File: config.mk
export PLATFORM = sky130hd
export DESIGN_NAME = tqvp_gera_gray_engine
export DESIGN_NICKNAME = d
export VERILOG_FILES = /design/src/rtl/tqvp_gera_gray_pkg.sv /design/src/rtl/tqvp_gera_gray_serial.sv /design/src/rtl/tqvp_gera_gray_engine.sv
export SDC_FILE = /design/constraint.sdc
export NUM_CORES = 1
export LEC_CHECK = 0
export CAP_MARGIN = 0
export CORE_MARGIN = 3
export CORE_UTILIZATION = 55
export DETAILED_ROUTE_END_ITERATION = 7
export PLACE_DENSITY_LB_ADDON = 0.05
export SYNTH_ARGS = -nofsm -noshare
export SYNTH_HDL_FRONTEND = slang
export SYNTH_SLANG_ARGS = --single-unit
File: constraint.sdc
create_clock -name clk -period 3.3 [get_ports clk]
set_input_delay 0.66 -clock clk [delete_from_list [all_inputs] [get_ports clk]]
set_output_delay 0.66 -clock clk [all_outputs]
set_load 0.005 [all_outputs]
File: src/rtl/tqvp_gera_gray_pkg.sv
// Shared definitions for the Gray-code engine peripheral: register map,
// CTRL/STATUS bit positions, conversion FSM states and a byte-select helper.
package tqvp_gera_gray_pkg;

  // Register map (4-bit address space)
  localparam logic [3:0] ADDR_CTRL   = 4'h0;
  localparam logic [3:0] ADDR_OP0    = 4'h1;
  localparam logic [3:0] ADDR_OP3    = 4'h4;
  localparam logic [3:0] ADDR_RES0   = 4'h5;
  localparam logic [3:0] ADDR_RES3   = 4'h8;
  localparam logic [3:0] ADDR_STATUS = 4'h9;
  localparam logic [3:0] ADDR_PRE_LO = 4'hA;
  localparam logic [3:0] ADDR_PRE_HI = 4'hB;
  localparam logic [3:0] ADDR_CNT0   = 4'hC;

  // CTRL bit positions
  localparam int CTRL_MODE     = 0;
  localparam int CTRL_CNT_EN   = 1;
  localparam int CTRL_CNT_DIR  = 2;
  localparam int CTRL_UO_SEL   = 3;
  localparam int CTRL_SOFT_CLR = 7;

  // STATUS bit positions
  localparam int STAT_BUSY    = 0;
  localparam int STAT_DONE    = 1;
  localparam int STAT_OVERRUN = 2;

  // Conversion engine states
  typedef enum logic {
    ST_IDLE = 1'b0,
    ST_CONV = 1'b1
  } gray_state_e;

  // Pick byte idx out of a 32-bit word; narrower values are zero-extended by
  // the caller so bytes beyond the operand width naturally read as zero.
  function automatic logic [7:0] selByte(input logic [31:0] word, input logic [1:0] idx);
    return word[{idx, 3'b000} +: 8];
  endfunction

endpackage

File: src/rtl/tqvp_gera_gray_serial.sv
// Bit-serial Gray converter: one result bit per clock, MSB first.
// bin->gray: r[i] = b[i] ^ b[i+1]; gray->bin: r[i] = g[i] ^ r[i+1].
// The result register only changes on the final bit, so readers never see
// a partially assembled value. Abort returns to idle and zeroes the result.
module tqvp_gera_gray_serial #(
  parameter int WIDTH = 16
) (
  input  logic             clk,
  input  logic             rst_n,
  input  logic             i_start,
  input  logic             i_mode,
  input  logic [WIDTH-1:0] i_op,
  input  logic             i_abort,
  output logic             o_busy,
  output logic             o_done_pulse,
  output logic [WIDTH-1:0] o_result
);
  import tqvp_gera_gray_pkg::*;

  localparam int IW = $clog2(WIDTH);

  gray_state_e      r_state;
  gray_state_e      w_stateNext;
  logic [WIDTH-1:0] r_shift;
  logic [WIDTH-2:0] r_acc;
  logic [WIDTH-1:0] r_result;
  logic [IW-1:0]    r_idx;
  logic             r_mode;
  logic             r_prevIn;
  logic             r_prevOut;
  logic             w_bit;
  logic             w_lastBit;

  // r_prevIn holds the operand bit above the current one, r_prevOut the result
  // bit above; both start at 0 so the MSB passes straight through.
  assign w_bit        = r_mode ? (r_shift[WIDTH-1] ^ r_prevOut) : (r_shift[WIDTH-1] ^ r_prevIn);
  assign w_lastBit    = (r_state == ST_CONV) && (r_idx == '0);
  assign o_busy       = (r_state == ST_CONV);
  assign o_done_pulse = w_lastBit && !i_abort;
  assign o_result     = r_result;

  // State register
  always_ff @(posedge clk or negedge rst_n) begin
    if (!rst_n) begin
      r_state <= ST_IDLE;
    end else begin
      r_state <= w_stateNext;
    end
  end

  // Next-state: launch from idle, leave CONV after the last bit or on abort
  always_comb begin
    w_stateNext = r_state;
    case (r_state)
      ST_IDLE: if (i_start && !i_abort) w_stateNext = ST_CONV;
      ST_CONV: if (i_abort || w_lastBit) w_stateNext = ST_IDLE;
      default: w_stateNext = ST_IDLE;
    endcase
  end

  // Datapath: latch operand/mode on launch, then shift one bit per cycle
  always_ff @(posedge clk or negedge rst_n) begin
    if (!rst_n) begin
      r_shift   <= '0;
      r_acc     <= '0;
      r_result  <= '0;
      r_idx     <= '0;
      r_mode    <= 1'b0;
      r_prevIn  <= 1'b0;
      r_prevOut <= 1'b0;
    end else if (i_abort) begin
      r_result <= '0;
      r_idx    <= '0;
    end else if (r_state == ST_IDLE) begin
      if (i_start) begin
        r_shift   <= i_op;
        r_mode    <= i_mode;
        r_idx     <= IW'(WIDTH - 1);
        r_prevIn  <= 1'b0;
        r_prevOut <= 1'b0;
      end
    end else begin
      r_shift   <= {r_shift[WIDTH-2:0], 1'b0};
      r_prevIn  <= r_shift[WIDTH-1];
      r_prevOut <= w_bit;
      r_acc     <= {r_acc[WIDTH-3:0], w_bit};
      r_idx     <= r_idx - IW'(1);
      if (w_lastBit) begin
        r_result <= {r_acc, w_bit};
      end
    end
  end

endmodule

File: src/rtl/tqvp_gera_gray_engine.sv
// TinyQV peripheral: register file around the bit-serial Gray converter, plus
// a prescaled up/down Gray-code counter. Either result can drive uo_out.
// WIDTH must be a multiple of 8 in 8..32; PRESCALE_W must be at most 32.
module tqvp_gera_gray_engine #(
  parameter int WIDTH      = 16,
  parameter int PRESCALE_W = 16
) (
  input  logic       clk,
  input  logic       rst_n,
  input  logic [7:0] ui_in,
  output logic [7:0] uo_out,
  input  logic [3:0] address,
  input  logic       data_write,
  input  logic [7:0] data_in,
  output logic [7:0] data_out
);
  import tqvp_gera_gray_pkg::*;

  localparam int NBYTES = WIDTH / 8;

  logic [3:0]            r_ctrl;
  logic [WIDTH-1:0]      r_operand;
  logic                  r_done;
  logic                  r_overrun;
  logic [PRESCALE_W-1:0] r_prescale;
  logic [PRESCALE_W-1:0] r_preCnt;
  logic [WIDTH-1:0]      r_cntBin;

  logic                  w_wrCtrl;
  logic                  w_softClear;
  logic                  w_isOp;
  logic [1:0]            w_opIdx;
  logic                  w_launch;
  logic [WIDTH-1:0]      w_opLaunch;
  logic                  w_cntZero;
  logic                  w_busy;
  logic                  w_donePulse;
  logic [WIDTH-1:0]      w_result;
  logic [WIDTH-1:0]      w_cntGray;
  logic [31:0]           w_result32;
  logic [31:0]           w_cntGray32;
  logic [31:0]           w_prescale32;
  logic                  _unused;

  assign _unused = &{1'b0, ui_in};

  assign w_wrCtrl    = data_write && (address == ADDR_CTRL);
  assign w_softClear = w_wrCtrl && data_in[CTRL_SOFT_CLR];
  assign w_isOp      = data_write && (address >= ADDR_OP0) && (address <= ADDR_OP3);
  assign w_opIdx     = 2'(address - ADDR_OP0);
  assign w_launch    = w_isOp && !w_busy && (int'(w_opIdx) == NBYTES - 1);
  assign w_cntZero   = data_write && (address == ADDR_CNT0);

  assign w_cntGray    = r_cntBin ^ (r_cntBin >> 1);
  assign w_result32   = 32'(w_result);
  assign w_cntGray32  = 32'(w_cntGray);
  assign w_prescale32 = 32'(r_prescale);

  assign uo_out = r_ctrl[CTRL_UO_SEL] ? w_cntGray[7:0] : w_result[7:0];

  // The launching MSB byte comes straight off the bus; lower bytes from the register
  always_comb begin
    w_opLaunch = r_operand;
    w_opLaunch[WIDTH-1 -: 8] = data_in;
  end

  tqvp_gera_gray_serial #(
    .WIDTH(WIDTH)
  ) u_serial (
    .clk          (clk),
    .rst_n        (rst_n),
    .i_start      (w_launch),
    .i_mode       (r_ctrl[CTRL_MODE]),
    .i_op         (w_opLaunch),
    .i_abort      (w_softClear),
    .o_busy       (w_busy),
    .o_done_pulse (w_donePulse),
    .o_result     (w_result)
  );

  // CTRL: a soft_clear write leaves the stored control bits untouched
  always_ff @(posedge clk or negedge rst_n) begin
    if (!rst_n) begin
      r_ctrl <= '0;
    end else if (w_wrCtrl && !data_in[CTRL_SOFT_CLR]) begin
      r_ctrl <= data_in[3:0];
    end
  end

  // OPERAND bytes: accepted only while idle; bytes beyond WIDTH are ignored
  always_ff @(posedge clk or negedge rst_n) begin
    if (!rst_n) begin
      r_operand <= '0;
    end else if (w_isOp && !w_busy) begin
      for (int k = 0; k < NBYTES; k++) begin
        if (int'(w_opIdx) == k) begin
          r_operand[8*k +: 8] <= data_in;
        end
      end
    end
  end

  // STATUS sticky bits: a done pulse outranks a same-cycle clear so it is never lost
  always_ff @(posedge clk or negedge rst_n) begin
    if (!rst_n) begin
      r_done    <= 1'b0;
      r_overrun <= 1'b0;
    end else if (w_softClear) begin
      r_done    <= 1'b0;
      r_overrun <= 1'b0;
    end else begin
      if (data_write && (address == ADDR_STATUS)) begin
        r_done    <= 1'b0;
        r_overrun <= 1'b0;
      end
      if (w_donePulse) begin
        r_done <= 1'b1;
      end
      if (w_isOp && w_busy) begin
        r_overrun <= 1'b1;
      end
    end
  end

  // PRESCALE lo/hi bytes; bits beyond PRESCALE_W do not exist
  always_ff @(posedge clk or negedge rst_n) begin
    if (!rst_n) begin
      r_prescale <= '0;
    end else if (data_write) begin
      for (int b = 0; b < PRESCALE_W; b++) begin
        if ((address == ADDR_PRE_LO) && (b < 8)) begin
          r_prescale[b] <= data_in[b % 8];
        end
        if ((address == ADDR_PRE_HI) && (b >= 8) && (b < 16)) begin
          r_prescale[b] <= data_in[b % 8];
        end
      end
    end
  end

  // Prescaler and counter: >= compare so a lowered PRESCALE applies at once,
  // and a zeroing write wins over a step in the same cycle
  always_ff @(posedge clk or negedge rst_n) begin
    if (!rst_n) begin
      r_preCnt <= '0;
      r_cntBin <= '0;
    end else if (w_softClear || w_cntZero) begin
      r_preCnt <= '0;
      r_cntBin <= '0;
    end else if (r_ctrl[CTRL_CNT_EN]) begin
      if (r_preCnt >= r_prescale) begin
        r_preCnt <= '0;
        r_cntBin <= r_ctrl[CTRL_CNT_DIR] ? (r_cntBin - WIDTH'(1)) : (r_cntBin + WIDTH'(1));
      end else begin
        r_preCnt <= r_preCnt + PRESCALE_W'(1);
      end
    end
  end

  // Read mux: combinational from address, unmapped or write-only bytes read 0
  always_comb begin
    data_out = '0;
    case (address)
      ADDR_CTRL:   data_out = {4'b0000, r_ctrl};
      ADDR_STATUS: data_out = {5'b00000, r_overrun, r_done, w_busy};
      ADDR_PRE_LO: data_out = selByte(w_prescale32, 2'd0);
      ADDR_PRE_HI: data_out = selByte(w_prescale32, 2'd1);
      default: begin
        if ((address >= ADDR_RES0) && (address <= ADDR_RES3)) begin
          data_out = selByte(w_result32, 2'(address - ADDR_RES0));
        end else if (address >= ADDR_CNT0) begin
          data_out = selByte(w_cntGray32, 2'(address - ADDR_CNT0));
        end
      end
    endcase
  end

endmodule

==> results.yml <==
run_status:
  outcome: "finished, final reports clean"
worst_setup_path:
  cp_top_family: "buffers and inverters"
  reg2reg_slack_ps: 420
  end_kind: "output port"
  cp_max_fo: 4
  cp.buffers_inverters: 4
  slowest_delay_ps: 460
  crit_arrival_ps: 2590
  worstSetupPathType: "input port to output port"
  slowest_stage: "clkdlybuf4s50_1"
  crit_chain: "clkdlybuf4s50_1 -> nor2b_4 -> buf_4 -> and2_1 -> buf_4 -> a221oi_1 -> a21oi_1 -> clkdlybuf4s50_1"
  start_kind: "input port"
  crit_required_ps: 2640
routing:
  via_per_inst: 5.78
  drtAntennaViolNets: 0
  wl_per_cell_um: 17.7
  vias: 5177
  wl_um: 15800
  drc_errors: 0
  detail_route.iter0.violations: 272
  drt-pass1-iter-count: 7
global_routing:
  grt_pass1_vias: 5281
  antenna_found_initial: 0
  track_usage_pct: 25.0
  grt_max_degree: 38
  grt_pass1_wl_um: 26400
  grt-ovfl-total: 0
sta:
  hold_ws_ps: 198
  rsz0062_at_grt: "true"
  fin_crit_ps: 3250
  setup_ws_ps: 47.4
  finalHoldViolCount: 0
  clock.fmax_ghz: 0.307
  fin_skew_ps: 6.22
  setup_viol_count_final: 0
  fin_crit_sh_pct: 98.6
  maxSlewViolCount: 0
  tightest_slew_ps: 678
  maxSlewHeadroom_pct: 54.7
clock_network:
  clk_pin_slew_worst_paths_ps: 50
  cts_buffer_depth: 2
  htreeDepth: 4
  postCtsSetupBuffers: 0
  cts-root-buf: "clkbuf_16"
  insertion_delay_ps: 420
  cts_tree: "done"
  cts.sinks: 117
  cts-buffers-inserted: 17
floorplanning:
  initial_core_util_pct: 57.8
  die_area_mm2: 0.0137
  rows: 39
  die_w_um: 117
  coreArea_mm2: 0.0117
  ios: 39
  die_y_um: 117
synthesis:
  ys_ff_latch: 117
  synthesis.area_mm2: 0.00677
  synth_ff_type: "dfrtp_1"
  synthArstFlopShare_pct: 100
  synth_nets: 739
  ys_types: 59
  synth_cells: 677
  synth_edf_count: 0
  yosysWarnings: 0
  syn_area_per_cell_um2: 10.0
  ys_seq_area_share_pct: 43.2
place:
  dpl.cell_count: 863
  post-dp-hpwl_um: 11500
  place.gp.congestion: 0.919
  port_buffers: 30
  pre_cts_slack_ps: -309
cells_and_area:
  diodes: 0
  drive_above_1_share_pct: 21.0
  nNetsFinal: 801
  final_cell_mix: "dfrtp_1, nand2_1, a21oi_1, nor2_1, mux2_2"
  syn_to_final_growth_pct: 18.8
  final_common_cell: "dfrtp_1"
  layoutNonFillerInstCount: 895
power:
  power_leakage_nw: 3.73
  vdd_drop_max_mv: 0.650
  power.density_mw_per_mm2: 885
job:
  maxCapViolCount: 0
min_path:
  hp-class: "input port to async pin"
## what timing repair did
item,4_1_cts,5_1_grt
pin swaps,0,0
hold buffers,0,0
resized for setup,6,15
endpoints found under the setup margin,8,7
## registers in the layout, summed over array words and instances (netlist names), 4 cells and up
name and flops:
u_serial.r_idx 4, u_serial.r_shift 16, r_operand 8, r_preCnt 16, r_cntBin 16, u_serial.r_acc 15, r_ctrl 4, r_prescale 16
u_serial.o_result 16
## cells in the mapped netlist (3+ instances only)
cell	count	area, µm²
dfrtp_1	117	2930
nand2_1	70	263
a21oi_1	64	320
nor2_1	59	221
mux2_2	53	597
ha_1	38	475
inv_1	31	116
mux2i_1	25	250
xnor2_1	21	184
o21ai_0	16	80.1
clkbuf_1	15	56.3
xor2_1	15	131
nand3_1	14	70.1
a21o_1	9	67.6
a22o_2	9	90.1
nor2b_1	7	43.8
nor3_1	7	35.0
a221oi_1	6	52.6
a32oi_1	6	52.6
buf_2	6	30.0
o21a_1	6	45.0
a22o_1	5	43.8
and2_1	5	31.3
o22ai_1	5	31.3
a211oi_1	4	30.0
and3_1	4	25.0
nand2b_1	4	25.0
nand4_1	4	25.0
o22a_1	4	35.0
a22oi_1	3	22.5
buf_1	3	11.3
nor4_1	3	18.8
o221ai_1	3	26.3
## metal layers
layer	routed length [µm]	track usage, %
met4	286	8.87
met1	7330	33.1
met3	538	6.12
met5	0	0
met2	7650	40.2
## power breakdown
group | leakage (nW) | total (mW) | internal, mW | switching (mW)
sequential | 1.44 | 2.53 | 1.99 | 0.542
combinational | 2.00 | 2.75 | 1.40 | 1.35
clock | 0.282 | 1.83 | 1.13 | 0.708
## stage by stage
stage | utilization, % | instance area (µm²) | power (mW) | setup TNS (ps)
after CTS | 68.4 | 8010 | 7.14 | -3.21
after global placement | 63.4 | 7420 | 5.15 | -2200
final | 68.7 | 8040 | 7.12 | 0
after detailed placement | 63.4 | 7420 | 5.26 | -2290
after floorplan | - | 6770 | 4.41 | 0
after global routing | 68.7 | 8040 | 7.60 | -53.9
## final cells by class
class,count,area (µm²)
Fill cell,925,3670
Multi-Input combinational cell,503,3650
Sequential cell,117,2930
Timing Repair Buffer,69,582
Clock buffer,17,425
Tap cell,143,179
Clock inverter,15,166
Inverter,31,116
## kinds of logic (layout without fill, tap and decap cells)
logic type	count (synthesis)	after routing	synth area share [%]
compound gates	161	161	16.1
xor+xnor	36	36	4.66
fa+ha+maj	39	39	7.32
buf+inv	57	132	3.49
flops	117	117	43.2
mux	78	78	12.5
simple gates	189	189	12.7
## path summary, 6_finish.rpt
path / startpoint / endpoint / depth (start not counted)
max in group asynchronous: rst_n / r_prescale[1] / 2
hold / removal: rst_n / r_cntBin[10] / 1
hold reg to reg: r_operand[3] / r_operand[3] / 1
min in group clk: r_operand[3] / r_operand[3] / 1
setup reg to reg: r_ctrl[2] / r_cntBin[14] / 10
setup / recovery: address[3] / data_out[6] / 8
## worst reg2reg max path, stage by stage, from the launching register on
cell and delay (ps):
dfrtp_1 700, buf_4 250, ha_1 270, a21oi_1 200
o21ai_0 150, o31ai_1 340, a2bb2oi_1 310, nand2_1 120
nand4b_1 100, o211ai_1 110, a22o_2 220
No activity file was read; power rests on OpenSTA's default activity.
